`src/rtl/soc_bus_pkg.sv`:
```
// Shared SoC bus definitions: arbiter state encoding, owner encoding and
// fixed constants for the TPU register-slave port.
package soc_bus_pkg;

    typedef enum logic [1:0] {
        IDLE,
        BUSY,
        RESP
    } arb_state_e;

    typedef enum logic {
        OWN_CPU,
        OWN_EXT
    } owner_e;

    // Read data returned to the owner when a stalled access is aborted
    localparam logic [31:0] TPU_ARB_ERR_DATA = 32'hDEAD_BEEF;

    // Base address of the TPU register block in the SoC map
    localparam logic [31:0] TPU_REG_BASE = 32'h0000_1000;

endpackage

```
`src/rtl/tpu_bus_arbiter_rr_pick2.sv`:
```
// Two-requester round-robin select. On a tie the master that did not own
// the bus last time wins; a single request is always granted.
import soc_bus_pkg::*;

module rr_pick2 (
    input  logic   req_cpu,
    input  logic   req_ext,
    input  owner_e last_owner,
    output logic   gnt_valid,
    output logic   gnt_ext
);

    // Pure combinational pick; the caller registers the result
    always_comb begin
        gnt_valid = req_cpu | req_ext;
        gnt_ext   = req_ext & (~req_cpu | (last_owner == OWN_CPU));
    end

endmodule

```
`src/rtl/tpu_bus_arbiter.sv`:
```
// Round-robin arbiter sharing the TPU register-slave port between the CPU
// MMIO path and the external host interface. One transaction in flight;
// every target-side signal is registered.
// Optional build macro TPU_ARB_TIMEOUT_EN: aborts a BUSY access after
// TIMEOUT_CYCLES cycles without tgt_ready, returning TPU_ARB_ERR_DATA on
// reads and pulsing bus_err together with the owner's ready.
import soc_bus_pkg::*;

module tpu_bus_arbiter #(
    parameter int ADDR_W         = 32,
    parameter int DATA_W         = 32,
    parameter int TIMEOUT_CYCLES = 64
) (
    input  logic              clk,
    input  logic              rst,
    // CPU master
    input  logic              cpu_sel,
    input  logic              cpu_wen,
    input  logic              cpu_ren,
    input  logic [ADDR_W-1:0] cpu_addr,
    input  logic [DATA_W-1:0] cpu_wdata,
    output logic [DATA_W-1:0] cpu_rdata,
    output logic              cpu_ready,
    // External host master
    input  logic              ext_sel,
    input  logic              ext_wen,
    input  logic              ext_ren,
    input  logic [ADDR_W-1:0] ext_addr,
    input  logic [DATA_W-1:0] ext_wdata,
    output logic [DATA_W-1:0] ext_rdata,
    output logic              ext_ready,
    // TPU register slave
    output logic              tgt_sel,
    output logic              tgt_wen,
    output logic              tgt_ren,
    output logic [ADDR_W-1:0] tgt_addr,
    output logic [DATA_W-1:0] tgt_wdata,
    input  logic [DATA_W-1:0] tgt_rdata,
    input  logic              tgt_ready,
    // Status
    output logic              grant_ext,
    output logic              arb_busy,
    output logic              bus_err
);

    arb_state_e state;
    owner_e     last_owner;
    logic       cpu_req;
    logic       ext_req;
    logic       gnt_valid;
    logic       gnt_ext;
    logic       tmo_hit;
    logic       bus_err_q;

    // A select without any strobe is not a request
    assign cpu_req = cpu_sel & (cpu_wen | cpu_ren);
    assign ext_req = ext_sel & (ext_wen | ext_ren);

    rr_pick2 u_pick (
        .req_cpu    (cpu_req),
        .req_ext    (ext_req),
        .last_owner (last_owner),
        .gnt_valid  (gnt_valid),
        .gnt_ext    (gnt_ext)
    );

`ifdef TPU_ARB_TIMEOUT_EN
    localparam int TMO_W = $clog2(TIMEOUT_CYCLES + 1);
    localparam logic [TMO_W-1:0] TMO_LAST = TMO_W'(TIMEOUT_CYCLES - 1);

    logic [TMO_W-1:0] tmo_cnt;

    // Count BUSY cycles spent waiting on the slave; cleared while IDLE
    always_ff @(posedge clk or posedge rst) begin
        if (rst) begin
            tmo_cnt <= '0;
        end else if (state == IDLE) begin
            tmo_cnt <= '0;
        end else if ((state == BUSY) && !tgt_ready) begin
            tmo_cnt <= tmo_cnt + 1'b1;
        end
    end

    // A real completion on the abort edge wins over the timeout
    assign tmo_hit = (state == BUSY) && !tgt_ready && (tmo_cnt == TMO_LAST);
    assign bus_err = bus_err_q;
`else
    logic [31:0] unused_timeout_cfg;

    assign unused_timeout_cfg = 32'(TIMEOUT_CYCLES);
    assign tmo_hit            = 1'b0;
    assign bus_err            = 1'b0;
`endif

    assign arb_busy = (state != IDLE);

    // Arbitration FSM with registered target handshake and per-master responses
    always_ff @(posedge clk or posedge rst) begin
        if (rst) begin
            state      <= IDLE;
            last_owner <= OWN_EXT;
            grant_ext  <= 1'b0;
            tgt_sel    <= 1'b0;
            tgt_wen    <= 1'b0;
            tgt_ren    <= 1'b0;
            tgt_addr   <= '0;
            tgt_wdata  <= '0;
            cpu_rdata  <= '0;
            ext_rdata  <= '0;
            cpu_ready  <= 1'b0;
            ext_ready  <= 1'b0;
            bus_err_q  <= 1'b0;
        end else begin
            cpu_ready <= 1'b0;
            ext_ready <= 1'b0;
            bus_err_q <= 1'b0;
            case (state)
                IDLE: begin
                    if (gnt_valid) begin
                        if (gnt_ext) begin
                            tgt_addr   <= ext_addr;
                            tgt_wdata  <= ext_wdata;
                            tgt_wen    <= ext_wen;
                            tgt_ren    <= ext_ren & ~ext_wen;
                            last_owner <= OWN_EXT;
                            grant_ext  <= 1'b1;
                        end else begin
                            tgt_addr   <= cpu_addr;
                            tgt_wdata  <= cpu_wdata;
                            tgt_wen    <= cpu_wen;
                            tgt_ren    <= cpu_ren & ~cpu_wen;
                            last_owner <= OWN_CPU;
                            grant_ext  <= 1'b0;
                        end
                        tgt_sel <= 1'b1;
                        state   <= BUSY;
                    end
                end
                BUSY: begin
                    if (tgt_ready || tmo_hit) begin
                        if (tgt_ren) begin
                            if (last_owner == OWN_EXT) begin
                                ext_rdata <= tmo_hit ? DATA_W'(TPU_ARB_ERR_DATA) : tgt_rdata;
                            end else begin
                                cpu_rdata <= tmo_hit ? DATA_W'(TPU_ARB_ERR_DATA) : tgt_rdata;
                            end
                        end
                        ext_ready <= (last_owner == OWN_EXT);
                        cpu_ready <= (last_owner == OWN_CPU);
                        bus_err_q <= tmo_hit;
                        tgt_sel   <= 1'b0;
                        tgt_wen   <= 1'b0;
                        tgt_ren   <= 1'b0;
                        state     <= RESP;
                    end
                end
                RESP: begin
                    state <= IDLE;
                end
                default: begin
                    state <= IDLE;
                end
            endcase
        end
    end

endmodule

```
`config.mk`:
```
export PLATFORM = sky130hd
export DESIGN_NAME = tpu_bus_arbiter
export DESIGN_NICKNAME = d
export VERILOG_FILES = /design/src/rtl/soc_bus_pkg.sv /design/src/rtl/tpu_bus_arbiter_rr_pick2.sv /design/src/rtl/tpu_bus_arbiter.sv
export SDC_FILE = /design/constraint.sdc
export NUM_CORES = 1
export LEC_CHECK = 0
export BUFFER_PORTS_ARGS = -buffer_cell sky130_fd_sc_hd__buf_2
export CAP_MARGIN = 15
export CORE_AREA = 2 2 118 120
export DETAILED_ROUTE_END_ITERATION = 10
export DIE_AREA = 0 0 120 122
export HOLD_SLACK_MARGIN = 0.1
export PLACE_DENSITY_LB_ADDON = 0.15
export SLEW_MARGIN = 20
export SYNTH_ARGS = -nofsm -noshare
export SYNTH_HDL_FRONTEND = slang
export SYNTH_SLANG_ARGS = --single-unit
```
`constraint.sdc`:
```
create_clock -name clk -period 5.4 [get_ports clk]
set_input_delay 0.54 -clock clk [delete_from_list [all_inputs] [get_ports clk]]
set_output_delay 0.54 -clock clk [all_outputs]
set_load 0.02 [all_outputs]
```
Word-level counts from Yosys, hierarchy flattened --
Cells that the tools add are included.
Operators by class: equal/unequal tests 3, multiplexer cells 19, bitwise logic cells 13, reductions and logical operators 8
Operator list (number):
- 32-bit two-way mux | 2
- 1-bit two-way mux | 11
- 4-bit AND reduction | 2
- 1-bit one-hot mux with 2 select lines | 3
- 1-bit bitwise AND | 5
- 2-bit two-way mux | 2
- 2-bit inequality test, second input constant | 2
- 1-bit NOT | 4
- 1-bit bitwise OR | 4
- 2-bit one-hot mux with 2 select lines | 1
- 2-bit AND reduction | 2
- 2-bit nonzero test | 2
- 3-bit AND reduction | 1
- 2-bit by 1-bit equality test with 1-bit output, second input constant | 1
- 2-bit logical NOT | 1
Word-level totals: bits in registers 137, input bits 169, output and inout port bits 136

Longest topological paths before layout --
depth after elaboration 8, gate-level depth with buffers 6

Modules after synthesis --
A second synthesis with hierarchy kept.
Unflattened totals: cell total of the unflattened synthesis 452, area, all modules 5800.6 um^2
By module, submodules not included:
- tpu_bus_arbiter | instances 1, cells an instance 450, area an instance 5786.8 um^2, sequential area each 3429.5 um^2
- rr_pick2 | instances 1, cells an instance 2, area an instance 13.8 um^2, sequential area each 0.0 um^2

Worst setup path after synthesis --
No wires, ideal clock.
path kind input -> register, start in tgt_ready, end reg cpu_rdata[0], arrival 1.412 ns, required time 5.275 ns, slack 3.863 ns, stages on the path 6, buffers on the path 2, path through nand3b_4 -> nor2_2 -> and2_1 -> buf_6 -> buf_8 -> mux2_4
On the way: longest elaborated chain between the ends 1
RTL lines:
- start, declared | line tpu_bus_arbiter.sv:39 | input logic tgt_ready,
- 4-bit AND reduction (no source line)
- end signal, assigned | line tpu_bus_arbiter.sv:145 | cpu_rdata <= tmo_hit ? DATA_W'(TPU_ARB_ERR_DATA) : tgt_rdata;
- end, declared | line tpu_bus_arbiter.sv:22 | output logic [DATA_W-1:0] cpu_rdata,
No other way between the ends. A chain may end at the register's enable or synchronous reset.

Final worst setup path --
start reg state[0], end reg tgt_addr[20]
On the way: longest elaborated chain between the ends 2
RTL lines:
- start, declared | line tpu_bus_arbiter.sv:46 | arb_state_e state;
- start signal, assigned | line tpu_bus_arbiter.sv:100 | state <= IDLE;
- start signal, assigned | line tpu_bus_arbiter.sv:136 | state <= BUSY;
- start signal, assigned | line tpu_bus_arbiter.sv:154 | state <= RESP;
- 2-bit logical NOT | line tpu_bus_arbiter.sv:117 | case (state)
- 2-bit AND reduction (no source line)
- end signal, assigned | line tpu_bus_arbiter.sv:121 | tgt_addr <= ext_addr;
- end signal, assigned | line tpu_bus_arbiter.sv:128 | tgt_addr <= cpu_addr;
- end, declared | line tpu_bus_arbiter.sv:36 | output logic [ADDR_W-1:0] tgt_addr,
No other way between the ends.

==> metrics <==
ant diodes=0; syn nets=627; clk buf depth=2; vias in the first global route=4558; post-synthesis average cell area=13.2 um^2; Routed WL=15400 um; Fin Setup TNS=0 ns; GR Util All Layers=21.1%; worst hold slack=0.210 ns; Layout Nets=924; Crit path max-delay family=compound AO/OA/AOI/OAI gates; Synth async-reset ratio=100%; layout cell share with drive strength beyond 1=between 50% and 60%; number of synthesized register bits=137; drt drc=0; post-CTS sizing=0; Worst Setup Slack, final=2.93 ns; worst-path cell chain=nor2_1 > a21boi_4 > buf_4 > nor2_1 > a21oi_1; first-pass GRT wire length=23600 um; Final ANT Viol Nets=0; die area=approximately 15000 um^2; CP max stage delay=0.84 ns; endpoint type of the worst setup path=flop; Die Span Y=122 um; number of placed I/O pins=305; synthesized area=6040 um^2; placement row count=43; min cycle time layout=about 2.5 ns; final setup fails=0; Peak Freq=404 MHz; Final Skew=0.00778 ns; Multi-input gate area=approximately 2400 um^2; Routed WL per cell=about 16 um; FF-to-FF End=tgt_addr[20]; Slew Limit Fails=0; initial antenna violation count=0; Die Wd=120 um; Leakage=4.47 nW; routability cong.=just over 0.8; Core Region=13500 um^2; Worst path slowest cell=a21boi_4; drt pass-1 iters=4; DP HPWL=11400 um; pwr/cell area=approximately 620 nW/um^2; Distinct cells, synth=35; cells after synthesis=458; Seq. cell area=3430 um^2; Port Buffers=303; startpoint types=flop; Num CTS Buffers=17; CP Class=flop to flop; Most common cell on crit path=nor2_1; final hold vios=0; worst reg-to-reg setup slack=about 2.9 ns; Crit Path Max Fanout=between 50 and 60; warnings from Yosys=0; Initial DRC Count=153; gr ovfl total=0; post-CTS setup buffer count=0; Area Overhead vs Synth=35.7%; MaxCap Viol Count=0; Fill cells=1132; clock sinks=roughly 140; initial core utilization=44.8%; maximum vdd drop=0.304 mV; RSZ-0062 raised after global routing=no; Hold Path Class=primary input to asynchronous set/reset pin; pre-CTS WS=2.86 ns; clk_lat worst skew=about 0.4 ns; slew of the pin with the lowest slew margin=approximately 1.1 ns; Vias=4570; Post-synth EDFFs=0; sequential area share after synthesis=56.7%; htree depth=4; largest net degree at the start of global routing=74; Max transition margin=25.0%; clock-pin slew on the worst setup and hold paths=0.06 ns; crit share post-route=45.8%; Root Buffer=clkbuf_16; reg2reg path depth=5; Required @ worst endpoint=5.73 ns; TritonCTS clock tree=built; Synth Flop Type=dfrtp_1; RR Startpoint=state[0]; vias per cell=4.82; status=completed; post-layout total power=5.12 mW; WP data arrival=2.80 ns; Buf/Inv on CP=1; hold_buf cts=0
-- routing by layer --
metal	GRT usage [%]	vias up	part of all wire, %	wire, um
li1	-	2190	-	-
met1	26.6	2172	42	6400
met2	34.3	193	48	7430
met4	7.13	0	1.3	202
met3	7.16	15	8.7	1330
met5	0	-	0	0
-- layout by cell type, fill, tap and decap left out --
cell and count:
buf_2 303, dfrtp_1 136, nor2_1 67, a21oi_1 65
mux2i_1 64, mux2_4 60, clkbuf_16 17, nand2_1 7
clkinv_4 5, mux2_2 4, buf_4 4, bufinv_16 3
clkinv_2 3, nand2_4 2, inv_1 2, inv_6 2
o2bb2ai_1 2, clkinvlp_4 2, o21ai_0 1, o21ai_1 1
a21boi_4 1, o21a_1 1, o211ai_1 1, nand3b_4 1
nor2_2 1, and2_2 1, inv_2 1, and2_4 1
a31oi_1 1, nand3_1 1, a2bb2oi_1 1, nand3b_1 1
o31ai_1 1, a21o_1 1, a211oi_1 1, conb_1 1
clkbuf_8 1, dfstp_2 1
-- logic make-up (layout without fill, tap and decap cells) --
family / count (synthesis) / in the layout / synth area share (%)
muxes: 128 / 128 / 26.3
buffers and inverters: 33 / 343 / 4.27
other: 1 / 1 / 0.0621
DFF: 137 / 137 / 56.7
and+or+nand+nor: 82 / 82 / 5.78
AOI/OAI and AO/OA: 77 / 77 / 6.89
-- synth_stat cells (2+ instances only) --
cell	count	area share, %
nand2_1	7	0.43
buf_8	4	0.99
mux2_2	4	0.75
dfrtp_1	136	56
o2bb2ai_1	2	0.29
mux2_4	60	15
a21oi_1	65	5.4
mux2i_1	64	11
buf_2	11	0.91
inv_1	3	0.19
buf_6	8	1.5
clkbuf_1	2	0.12
buf_4	4	0.50
nor2_1	67	4.2
-- cell type report --
| type | instances | area share, % |
|---|---|---|
| inverters | 4 | 0.244 |
| clock buffers | 18 | 5.35 |
| clock inverters | 14 | 2.10 |
| flip-flops and latches | 137 | 41.8 |
| repair buffers | 307 | 18.9 |
| multi-input cells | 288 | 28.9 |
| well taps | 180 | 2.75 |
-- where the power goes --
part	switching, mW	internal (mW)	leakage (nW)
clock	0.449	0.741	0.296
combinational	1.26	0.878	2.55
sequential	0.282	1.52	1.63
-- state kept, by name, indices dropped and copies added (netlist names) --
register    cells
ext_ready       1
state           2
tgt_wen         1
tgt_addr       32
ext_rdata      32
tgt_wdata      32
tgt_sel         1
cpu_ready       1
last_owner      1
cpu_rdata      32
tgt_ren         1
grant_ext       1
-- worst max path at each step --
stage               slack [ns]  cells after the start      from             to
floorplan                 1.19                      1       rst   cpu_rdata[0]
global placement          2.96                      6   ext_sel  tgt_wdata[21]
detailed placement        2.86                      6   ext_sel  tgt_wdata[30]
CTS                       2.93                      5  state[0]   tgt_addr[20]
global route              2.70                      5  state[0]  tgt_wdata[20]
finish                    2.93                      5  state[0]   tgt_addr[20]
-- stage by stage --
stage               cells  cell area (um^2)  util (%)
floorplan             458              6040         -
detailed placement    916              7590      56.2
CTS                   948              8200      60.7
global placement      916              7590      56.2
global route          948              8200      60.7
finish                948              8200      60.7
(Power assumes the default switching activity.)
